[src/rtl/alu_pkg.sv]
// Shared types and widths for the alu_bus initiator and its users.
package alu_pkg;

    localparam int unsigned DATA_W = 16;

    typedef enum logic [2:0] {
        OP_NOP = 3'd0,
        OP_ADD = 3'd1,
        OP_SUB = 3'd2,
        OP_MUL = 3'd3,
        OP_DIV = 3'd4,
        OP_AND = 3'd5,
        OP_OR  = 3'd6,
        OP_NOT = 3'd7
    } alu_op_e;

    typedef enum logic [1:0] {
        IDLE,
        DRIVE,
        RESP
    } drv_state_e;

endpackage

[src/rtl/alu_driver_if.sv]
// alu_bus: operation/operand lines into the combinational alu and its result.
interface alu_bus;
    import alu_pkg::*;

    alu_op_e           op;
    logic [DATA_W-1:0] operand_1;
    logic [DATA_W-1:0] operand_2;
    logic [DATA_W-1:0] result;

    modport master (output op, output operand_1, output operand_2, input result);
    modport slave  (input op, input operand_1, input operand_2, output result);

endinterface

[src/rtl/alu_driver_stats.sv]
// Response handshake counters; compiled only when ALU_DRIVER_STATS_EN is defined.
`ifdef ALU_DRIVER_STATS_EN
module alu_driver_stats (
    input  logic        clk,
    input  logic        rst,
    input  logic        fire,
    input  logic        err,
    output logic [31:0] stat_ops,
    output logic [31:0] stat_errs
);

    always_ff @(posedge clk) begin
        if (rst) begin
            stat_ops  <= '0;
            stat_errs <= '0;
        end else if (fire) begin
            stat_ops <= stat_ops + 32'd1;
            if (err) stat_errs <= stat_errs + 32'd1;
        end
    end

endmodule
`endif

[src/rtl/alu_driver.sv]
// Initiator on alu_bus: accepts commands, drives the alu for SETTLE_CYCLES, returns tagged results.
// Optional handshake statistics under macro ALU_DRIVER_STATS_EN.
module alu_driver
    import alu_pkg::*;
#(
    parameter int unsigned TAG_W         = 4,
    parameter int unsigned SETTLE_CYCLES = 1
) (
    input  logic              clk,
    input  logic              rst,
    input  logic              cmd_valid,
    output logic              cmd_ready,
    input  alu_op_e           cmd_op,
    input  logic [DATA_W-1:0] cmd_a,
    input  logic [DATA_W-1:0] cmd_b,
    input  logic [TAG_W-1:0]  cmd_tag,
    output logic              rsp_valid,
    input  logic              rsp_ready,
    output logic [DATA_W-1:0] rsp_result,
    output logic [TAG_W-1:0]  rsp_tag,
    output logic              rsp_err,
`ifdef ALU_DRIVER_STATS_EN
    output logic [31:0]       stat_ops,
    output logic [31:0]       stat_errs,
`endif
    alu_bus.master            alu
);

    localparam int unsigned CNT_W = $clog2(SETTLE_CYCLES + 1);

    drv_state_e        state, state_nx;
    logic [CNT_W-1:0]  cnt, cnt_nx;
    alu_op_e           op_r, op_nx;
    logic [DATA_W-1:0] opnd_1, opnd_1_nx, opnd_2, opnd_2_nx;
    logic              valid_nx, err_nx;
    logic [DATA_W-1:0] result_nx;
    logic [TAG_W-1:0]  tag_nx;
    logic              accept;

    assign alu.op        = op_r;
    assign alu.operand_1 = opnd_1;
    assign alu.operand_2 = opnd_2;

    always_ff @(posedge clk) begin
        if (rst) begin
            state      <= IDLE;
            cnt        <= '0;
            op_r       <= OP_NOP;
            opnd_1     <= '0;
            opnd_2     <= '0;
            rsp_valid  <= 1'b0;
            rsp_result <= '0;
            rsp_tag    <= '0;
            rsp_err    <= 1'b0;
        end else begin
            state      <= state_nx;
            cnt        <= cnt_nx;
            op_r       <= op_nx;
            opnd_1     <= opnd_1_nx;
            opnd_2     <= opnd_2_nx;
            rsp_valid  <= valid_nx;
            rsp_result <= result_nx;
            rsp_tag    <= tag_nx;
            rsp_err    <= err_nx;
        end
    end

    always_comb begin
        state_nx  = state;
        cnt_nx    = cnt;
        op_nx     = op_r;
        opnd_1_nx = opnd_1;
        opnd_2_nx = opnd_2;
        valid_nx  = rsp_valid;
        result_nx = rsp_result;
        tag_nx    = rsp_tag;
        err_nx    = rsp_err;

        cmd_ready = !rst && ((state == IDLE) || (state == RESP && rsp_ready));
        accept    = cmd_valid && cmd_ready;

        case (state)
            DRIVE: begin
                if (cnt == '0) begin
                    result_nx = alu.result;
                    err_nx    = 1'b0;
                    valid_nx  = 1'b1;
                    op_nx     = OP_NOP;
                    state_nx  = RESP;
                end else begin
                    cnt_nx = cnt - 1'b1;
                end
            end
            RESP: begin
                if (rsp_ready) begin
                    valid_nx = 1'b0;
                    state_nx = IDLE;
                end
            end
            default: ;
        endcase

        // A new command overrides the RESP release so back-to-back transfers leave no idle cycle.
        if (accept) begin
            tag_nx = cmd_tag;
            if (cmd_op == OP_DIV && cmd_b == '0) begin
                result_nx = '1;
                err_nx    = 1'b1;
                valid_nx  = 1'b1;
                state_nx  = RESP;
            end else if (cmd_op == OP_NOP) begin
                result_nx = '0;
                err_nx    = 1'b0;
                valid_nx  = 1'b1;
                state_nx  = RESP;
            end else begin
                op_nx     = cmd_op;
                opnd_1_nx = cmd_a;
                opnd_2_nx = cmd_b;
                cnt_nx    = CNT_W'(SETTLE_CYCLES - 1);
                valid_nx  = 1'b0;
                state_nx  = DRIVE;
            end
        end
    end

`ifdef ALU_DRIVER_STATS_EN
    alu_driver_stats u_stats (
        .clk       (clk),
        .rst       (rst),
        .fire      (rsp_valid && rsp_ready),
        .err       (rsp_err),
        .stat_ops  (stat_ops),
        .stat_errs (stat_errs)
    );
`endif

endmodule

[src/flat_wrapper.sv]
// flat-port wrapper written by rule: the top's interface ports become plain ports
module alu_driver_flat import alu_pkg::*;
#(
    parameter int unsigned TAG_W         = 4,
    parameter int unsigned SETTLE_CYCLES = 1
)
  (clk, rst, cmd_valid, cmd_ready, cmd_op, cmd_a, cmd_b, cmd_tag, rsp_valid, rsp_ready, rsp_result, rsp_tag, rsp_err, alu_op, alu_operand_1, alu_operand_2, alu_result);
  alu_bus alu_i ();
  input  logic clk;
  input  logic rst;
  input  logic cmd_valid;
  output logic cmd_ready;
  input  alu_op_e cmd_op;
  input  logic [DATA_W-1:0] cmd_a;
  input  logic [DATA_W-1:0] cmd_b;
  input  logic [TAG_W-1:0] cmd_tag;
  output logic rsp_valid;
  input  logic rsp_ready;
  output logic [DATA_W-1:0] rsp_result;
  output logic [TAG_W-1:0] rsp_tag;
  output logic rsp_err;
  output wire logic [$bits(alu_i.op)-1:0] alu_op;
  output wire logic [$bits(alu_i.operand_1)-1:0] alu_operand_1;
  output wire logic [$bits(alu_i.operand_2)-1:0] alu_operand_2;
  input wire logic [$bits(alu_i.result)-1:0] alu_result;
  assign alu_op = alu_i.op;
  assign alu_operand_1 = alu_i.operand_1;
  assign alu_operand_2 = alu_i.operand_2;
  assign alu_i.result = alu_result;
  alu_driver #(.TAG_W(TAG_W), .SETTLE_CYCLES(SETTLE_CYCLES)) u_core (.clk(clk), .rst(rst), .cmd_valid(cmd_valid), .cmd_ready(cmd_ready), .cmd_op(cmd_op), .cmd_a(cmd_a), .cmd_b(cmd_b), .cmd_tag(cmd_tag), .rsp_valid(rsp_valid), .rsp_ready(rsp_ready), .rsp_result(rsp_result), .rsp_tag(rsp_tag), .rsp_err(rsp_err), .alu(alu_i));
endmodule
[config.mk]
export PLATFORM = sky130hd
export DESIGN_NAME = alu_driver_flat
export DESIGN_NICKNAME = d
export VERILOG_FILES = /design/src/rtl/alu_pkg.sv /design/src/rtl/alu_driver_if.sv /design/src/rtl/alu_driver_stats.sv /design/src/rtl/alu_driver.sv /design/src/flat_wrapper.sv
export SDC_FILE = /design/constraint.sdc
export NUM_CORES = 1
export LEC_CHECK = 0
export ABC_AREA = 1
export CORE_AREA = 2 2 85 87
export CTS_CLUSTER_DIAMETER = 120
export DETAILED_ROUTE_END_ITERATION = 8
export DIE_AREA = 0 0 87 89
export GPL_TIMING_DRIVEN = 0
export PLACE_DENSITY = 0.86
export SLEW_MARGIN = 20
export SYNTH_ARGS = -nofsm -noshare
export SYNTH_HDL_FRONTEND = slang
export SYNTH_SLANG_ARGS = --single-unit
export TNS_END_PERCENT = 1
[constraint.sdc]
create_clock -name clk -period 1.35 [get_ports clk]
set_input_delay 0.27 -clock clk [delete_from_list [all_inputs] [get_ports clk]]
set_output_delay 0.27 -clock clk [all_outputs]
set_load 0.02 [all_outputs]
# [Word level (Yosys, flattened, before mapping)]
# Index checks and enable logic that the tools add are counted.
[totals] regBits=60 input_bits=59 output_inout_bits=58 elab_cells=61
[classes] add_sub_neg=1 n_eq_ne=5 n_mux=32 bitwise_logic=2 n_reduce_logical=12
[op_table] operator="$mux W16" n=5
[op_table] operator="$logic_not A16 Y1" n=1
[op_table] operator="$mux W1" n=15
[op_table] operator="$mux W3" n=5
[op_table] operator="$mux W2" n=5
[op_table] operator="$reduce_and A3 Y1" n=2
[op_table] operator="$logic_and A1 B1 Y1" n=4
[op_table] operator="$pmux W2 S2" n=1
[op_table] operator="$eq A3 B3 Y1 const B" n=1
[op_table] operator="$logic_not A3 Y1" n=1
[op_table] operator="$ne A3 B2 Y1 const B" n=1
[op_table] operator="$ne A3 B3 Y1 const B" n=1
[op_table] operator="$reduce_bool A3 Y1" n=1
[op_table] operator="$eq A2 B1 Y1 const B" n=1
[op_table] operator="$eq A2 B2 Y1 const B" n=1
[op_table] operator="$logic_not A2 Y1" n=1
[op_table] operator="$not A1 Y1" n=2
[op_table] operator="$pmux W1 S2" n=1
[op_table] operator="$logic_not A1 Y1" n=1
[op_table] operator="$logic_or A1 B1 Y1" n=1
[op_table] operator="$sub A1 B1 Y1 const B" n=1

# [Longest topological paths before layout]
[depth] ltp_word=7 depth_mapped=11 ltp_nobuf=10

# [Worst setup path before layout]
# Ideal clock, no wire load.
[synth_timing] kind="reg-to-reg" startpoint="register u_core.state[1]" endpoint="register u_core.opnd_2[10], in the netlist u_core.alu.operand_2[10]" setup_ps=113 arrival_ps=1510 required_time_ps=1237 setup_slack_ps=-274 stages_incl_launch_ff=11 n_path_buf=2 synth_period_minus_slack_ps=1624 path_cell_list="dfxtp_1 -> ha_1 -> nand2_1 -> nand2_2 -> nand3_4 -> nor2_2 -> nand2_2 -> buf_6 -> buf_12 -> o21ai_1 -> nor2_1"
[synth_between] elab_chain_len=6 elab_cells_between_ends=7 cone_classes="1 x eq/ne; 6 x reduce/logical"
[synth_lines] item="from (decl)" line_no="alu_driver.sv:31" text="drv_state_e state, state_nx;"
[synth_lines] item="from (signal assigned)" line_no="alu_driver.sv:56" text="state <= state_nx;"
[synth_lines] item="$eq A2 B2 Y1" line_no="alu_driver.sv:79" text="cmd_ready = !rst && ((state == IDLE) || (state == RESP && rsp_ready));"
[synth_lines] item="$logic_and A1 B1 Y1" line_no="alu_driver.sv:79"
[synth_lines] item="$logic_or A1 B1 Y1 (*)" line_no="alu_driver.sv:79"
[synth_lines] item="$logic_and A1 B1 Y1 (*)" line_no="alu_driver.sv:79"
[synth_lines] item="$logic_and A1 B1 Y1 (*)" line_no="alu_driver.sv:80" text="accept = cmd_valid && cmd_ready;"
[synth_lines] item="$reduce_and A3 Y1 (no line) (*)"
[synth_lines] item="to (signal assigned)" line_no="alu_driver.sv:60" text="opnd_2 <= opnd_2_nx;"
[synth_lines] item="to (decl)" line_no="alu_driver.sv:34" text="logic [DATA_W-1:0] opnd_1, opnd_1_nx, opnd_2, opnd_2_nx;"
# Mark *: on every way between the ends. The rest lies on a longest branch, timed or not.
# A chain may end at the register's enable or synchronous reset.

# [Worst setup path after layout]
[layout_timing] startpoint="input port cmd_b[14]" endpoint="register u_core.state[1]"
[layout_between] elab_chain_len=4
[layout_lines] item="from (decl)" line_no="flat_wrapper.sv:15" text="input logic [DATA_W-1:0] cmd_b;"
[layout_lines] item="$logic_not A16 Y1" line_no="alu_driver.sv:106" text="if (cmd_op == OP_DIV && cmd_b == '0) begin"
[layout_lines] item="$logic_and A1 B1 Y1" line_no="alu_driver.sv:106"
[layout_lines] item="$mux W2" line_no="alu_driver.sv:106"
[layout_lines] item="$mux W2" line_no="alu_driver.sv:104" text="if (accept) begin"
# No other way between the ends.

==> flow_metrics.env <==
export IMPL_start_util_pct=36.7
export IMPL_first_pass_iters=4
export IMPL_h_tree_depth=3
export IMPL_setup_viol=56
export IMPL_crit_cells=10
export IMPL_track_usage_pct=17.1
export IMPL_max_freq_mhz=639
export IMPL_rows=30
export IMPL_core_um2=6720
export IMPL_intPower_mw=4.00
export IMPL_wl_met1_mm=2.70
export IMPL_seq_area_um2=1190
export IMPL_post_dp_hpwl_mm=5.08
export IMPL_setup_ws_ns=-0.214
export IMPL_min_from="rst"
export IMPL_drc_errors=0
export IMPL_drtIter0Drc=72
export IMPL_grt_pass1_vias=2390
export IMPL_rsz0062_at_grt="yes"
export IMPL_violations="setup timing"
export IMPL_ys_seq_area_share_pct=47.9
export IMPL_worst_path_max_delay_cell="clkdlybuf4s50_1"
export IMPL_vias=2542
export IMPL_num_fill_cells=623
export IMPL_critPathBufInv=3
export IMPL_routabilityCongestion=0.765
export IMPL_r2r_end="u_core.alu.operand_1[14]"
export IMPL_crit_required_ns=1.60
export IMPL_switching_share_pct=37.1
export IMPL_status="complete, but fails checks"
export IMPL_area_growth_pct=63.5
export IMPL_finalCritPeriodShare_pct=116
export IMPL_min_period_ns=1.56
export IMPL_die_h_um=89
export IMPL_synthAdderAreaFrac_pct=1.52
export IMPL_arrival_ns=1.81
export IMPL_final_hold_viol_count=0
export IMPL_p_switching_mw=2.36
export IMPL_critPathMaxFanout=10
export IMPL_numCtsBuffers=9
export IMPL_maxCapViolations=0
export IMPL_yosysUniqueCellTypes=26
export IMPL_drtAntennaViolNets=0
export IMPL_crit_type="in -> reg"
export IMPL_hp_class="in -> reg"
export IMPL_crit_end="u_core.state[1]"
export IMPL_clkTransAtPathRegs_ns=0.06
export IMPL_cp_common_cell="nand3_2"
export IMPL_clock_sinks=59
export IMPL_dp_cells=525
export IMPL_die_x_um=87
export IMPL_grt_pass1_wl_mm=10.3
export IMPL_synth_top_family_by_area="simple AND/OR/NAND/NOR gates"
export IMPL_p_leak_nw=1.89
export IMPL_synth_simple_gate_area_share_pct=31.9
export IMPL_cts_tree="yes"
export IMPL_final_net_count=523
export IMPL_combPwrFrac_pct=42.7
export IMPL_syn_avg_cell_area_um2=7.50
export IMPL_drt_wirelength_per_cell_um=12.2
export IMPL_clkLatencyLatePin_ns=0.33
export IMPL_die_area_um2=7740
export IMPL_synthXorXnorAreaFrac_pct=0
export IMPL_grt_ovfl_total=0
export IMPL_io_pins=117
export IMPL_critical_path_top_delay_family="simple AND/OR/NAND/NOR gates"
export IMPL_synth_fp_nets=391
export IMPL_reg2regPathDepth=11
export IMPL_grt_max_degree=11
export IMPL_met2WireLength_mm=3.31
export IMPL_netlist_area_um2=2470
export IMPL_postCtsHoldBufs=0
export IMPL_pwr_share_clk_pct=22.1
export IMPL_synthCells=329
export IMPL_route_met3_wl_um=575
export IMPL_clock_skew_ns=0.00681
export IMPL_yosys_mux_area_fraction_pct=0
export IMPL_synth_warnings=0
export IMPL_max_clock_path_buffers=2
export IMPL_post_place_ws_ns=-1.49
export IMPL_synth_seq_cells=59
export IMPL_cts_root_buf="clkbuf_8"
export IMPL_drv_slew=0
export IMPL_reg2reg_setup_slack_ns=-0.21
export IMPL_final_core_util_pct=60.0
export IMPL_viasPerCell=4.66
export IMPL_antenna_found_initial=0
export IMPL_pwr_share_seq_pct=35.2
export IMPL_n_antenna_cell=0
export IMPL_crit_path_end_kind="flip-flop"
export IMPL_synth_compound_area_share_pct=12.1
export IMPL_instances_no_fill=546
export IMPL_cp_slowest_stage_delay_ns=0.44
export IMPL_multi_input_area_um2=1200
export IMPL_worstSetupStartpoint="cmd_b[14]"
export IMPL_slew_headroom_pct=66.9
export IMPL_routed_wl_mm=6.66
export IMPL_r2r_start="u_core.state[0]"
export IMPL_top_layer="met4"
export IMPL_max_vdd_ir_drop_mv=0.908
export IMPL_worstSetupStartpointType="primary input"
export IMPL_worst_pin_slew_ns=0.497
export IMPL_port_buffers=116
export IMPL_powerDensity_nw_per_um2=1580
export IMPL_drive_gt1_share_pct=16.1
export IMPL_path_cells="clkdlybuf4s50_1 > nor2_1 > nand2_1 > nor2_4 > nand3_2 > nand2_4 > buf_8 > buf_12 > nand3_2 > a21oi_2"
==> repair_timing <==
action                                 4_1_cts  5_1_grt
gates resized for setup                     87       14
pin swaps                                    3        3
cloned                                       0        1
setup buffers                                3        1
setup endpoints to repair                  117       57
endpoints found under the hold margin        0        0
==> kinds of logic (layout without fill, tap and decap cells) <==
family / Yosys count / after routing
adders and majority gates: 3 / 3
DFF: 59 / 59
buffers and inverters: 29 / 166
AOI/OAI and AO/OA: 56 / 56
and+or+nand+nor: 182 / 182
==> cell usage in the layout, fill, tap and decap left out <==
master           netlist  layout
nand2_1               85      84
nor2_1                74      74
dlygate4sd2_1          0      58
clkdlybuf4s50_1        0      57
dfxtp_1               59      57
a21oi_1               18      18
o21ai_1               24      14
o21ai_2                1      13
clkbuf_8               0      11
buf_6                  3       9
o21ai_0                9       7
clkbuf_1               6       7
nand3_1                7       7
inv_2                  2       6
nand3_2                5       5
buf_4                  1       5
nor2_4                 2       4
inv_1                  8       4
a21oi_2                4       4
nand2_2                3       3
clkbuf_4               0       2
clkbuf_16              0       2
ha_1                   3       2
clkinv_2               0       2
and2_1                 1       1
nor3_1                 1       1
nand3_4                1       1
nand2_4                0       1
buf_8                  0       1
buf_12                 1       1
inv_4                  1       1
nand4_4                1       1
ha_4                   0       1
dfxtp_2                0       1
dfxtp_4                0       1
==> power groups by stage <==
stage / combinational, mW / sequential [mW] / clock [mW]
2_1_floorplan: 1.31 / 2.63 / 0
3_3_place_gp: 2.65 / 2.27 / 0
3_5_place_dp: 2.73 / 2.29 / 0
4_1_cts: 2.65 / 2.25 / 1.45
5_1_grt: 3.00 / 2.28 / 1.53
6_report: 2.71 / 2.24 / 1.40
==> routing by layer <==
layer / GRT usage, % / up-vias
li1: - / 1309
met1: 18.5 / 1148
met2: 30.4 / 78
met3: 6.65 / 7
met4: 6.39 / 0
met5: 0 / -
==> registers in the layout (all words and copies together) (netlist names) <==
register and cells:
u_core.alu.op 3, u_core.alu.operand_1 16, u_core.alu.operand_2 16, u_core.cnt 1, u_core.rsp_err 1, u_core.rsp_result 16, u_core.rsp_tag 4, u_core.state 2
==> synth_stat cells <==
master | instances | area (um2)
a21oi_1 | 18 | 90.1
a21oi_2 | 4 | 35.0
and2_1 | 1 | 6.26
buf_12 | 1 | 20.0
buf_2 | 7 | 35.0
buf_4 | 1 | 7.51
buf_6 | 3 | 33.8
clkbuf_1 | 6 | 22.5
dfxtp_1 | 59 | 1180
ha_1 | 3 | 37.5
inv_1 | 8 | 30.0
inv_2 | 2 | 7.51
inv_4 | 1 | 6.26
nand2_1 | 85 | 319
nand2_2 | 3 | 18.8
nand3_1 | 7 | 35.0
nand3_2 | 5 | 50.1
nand3_4 | 1 | 17.5
nand4_4 | 1 | 21.3
nor2_1 | 74 | 278
nor2_2 | 2 | 12.5
nor2_4 | 2 | 22.5
nor3_1 | 1 | 5.00
o21ai_0 | 9 | 45.0
o21ai_1 | 24 | 120
o21ai_2 | 1 | 8.76
==> worst register-to-register path: stages, from the launching register on <==
cell and delay [ns]:
dfxtp_2 0.33, inv_2 0.08, ha_4 0.15, nand2_2 0.05
nand2_2 0.08, nand3_4 0.12, nor2_4 0.12, nand2_4 0.08
buf_8 0.14, buf_6 0.14, o21ai_1 0.12, nor2_1 0.05
==> through the flow <==
stage               cell area (um2)  total power [mW]  setup TNS [ns]  hold slack (ns)
floorplan                      2500              3.94           -5.93            0.339
global placement               3760              4.92          -28.72            0.455
detailed placement             3760              5.01          -30.91            0.461
CTS                            3960              6.34           -9.26            0.308
global route                   4030              6.81          -14.26            0.342
finish                         4030              6.36           -8.78            0.321
==> worst min path at each step <==
stage                           end  cells past startpoint
6_report       u_core.rsp_result[0]                      2
3_5_place_dp      u_core.rsp_tag[0]                      2
2_1_floorplan  u_core.rsp_result[0]                      1
5_1_grt        u_core.rsp_result[0]                      2
3_3_place_gp      u_core.rsp_tag[2]                      2
4_1_cts        u_core.rsp_result[0]                      2
==> cell type report <==
| cell class | instances | share of cell area, % |
|---|---|---|
| flip-flops and latches | 59 | 29.4 |
| clock inverters | 2 | 0.248 |
| plain buffers | 18 | 4.65 |
| multi-input cells | 241 | 29.7 |
| repair buffers | 121 | 28.4 |
| well taps | 80 | 2.48 |
| clock buffers | 14 | 4.03 |
| inverters | 11 | 1.09 |
Note: power is estimated with default switching activity, not from simulation.
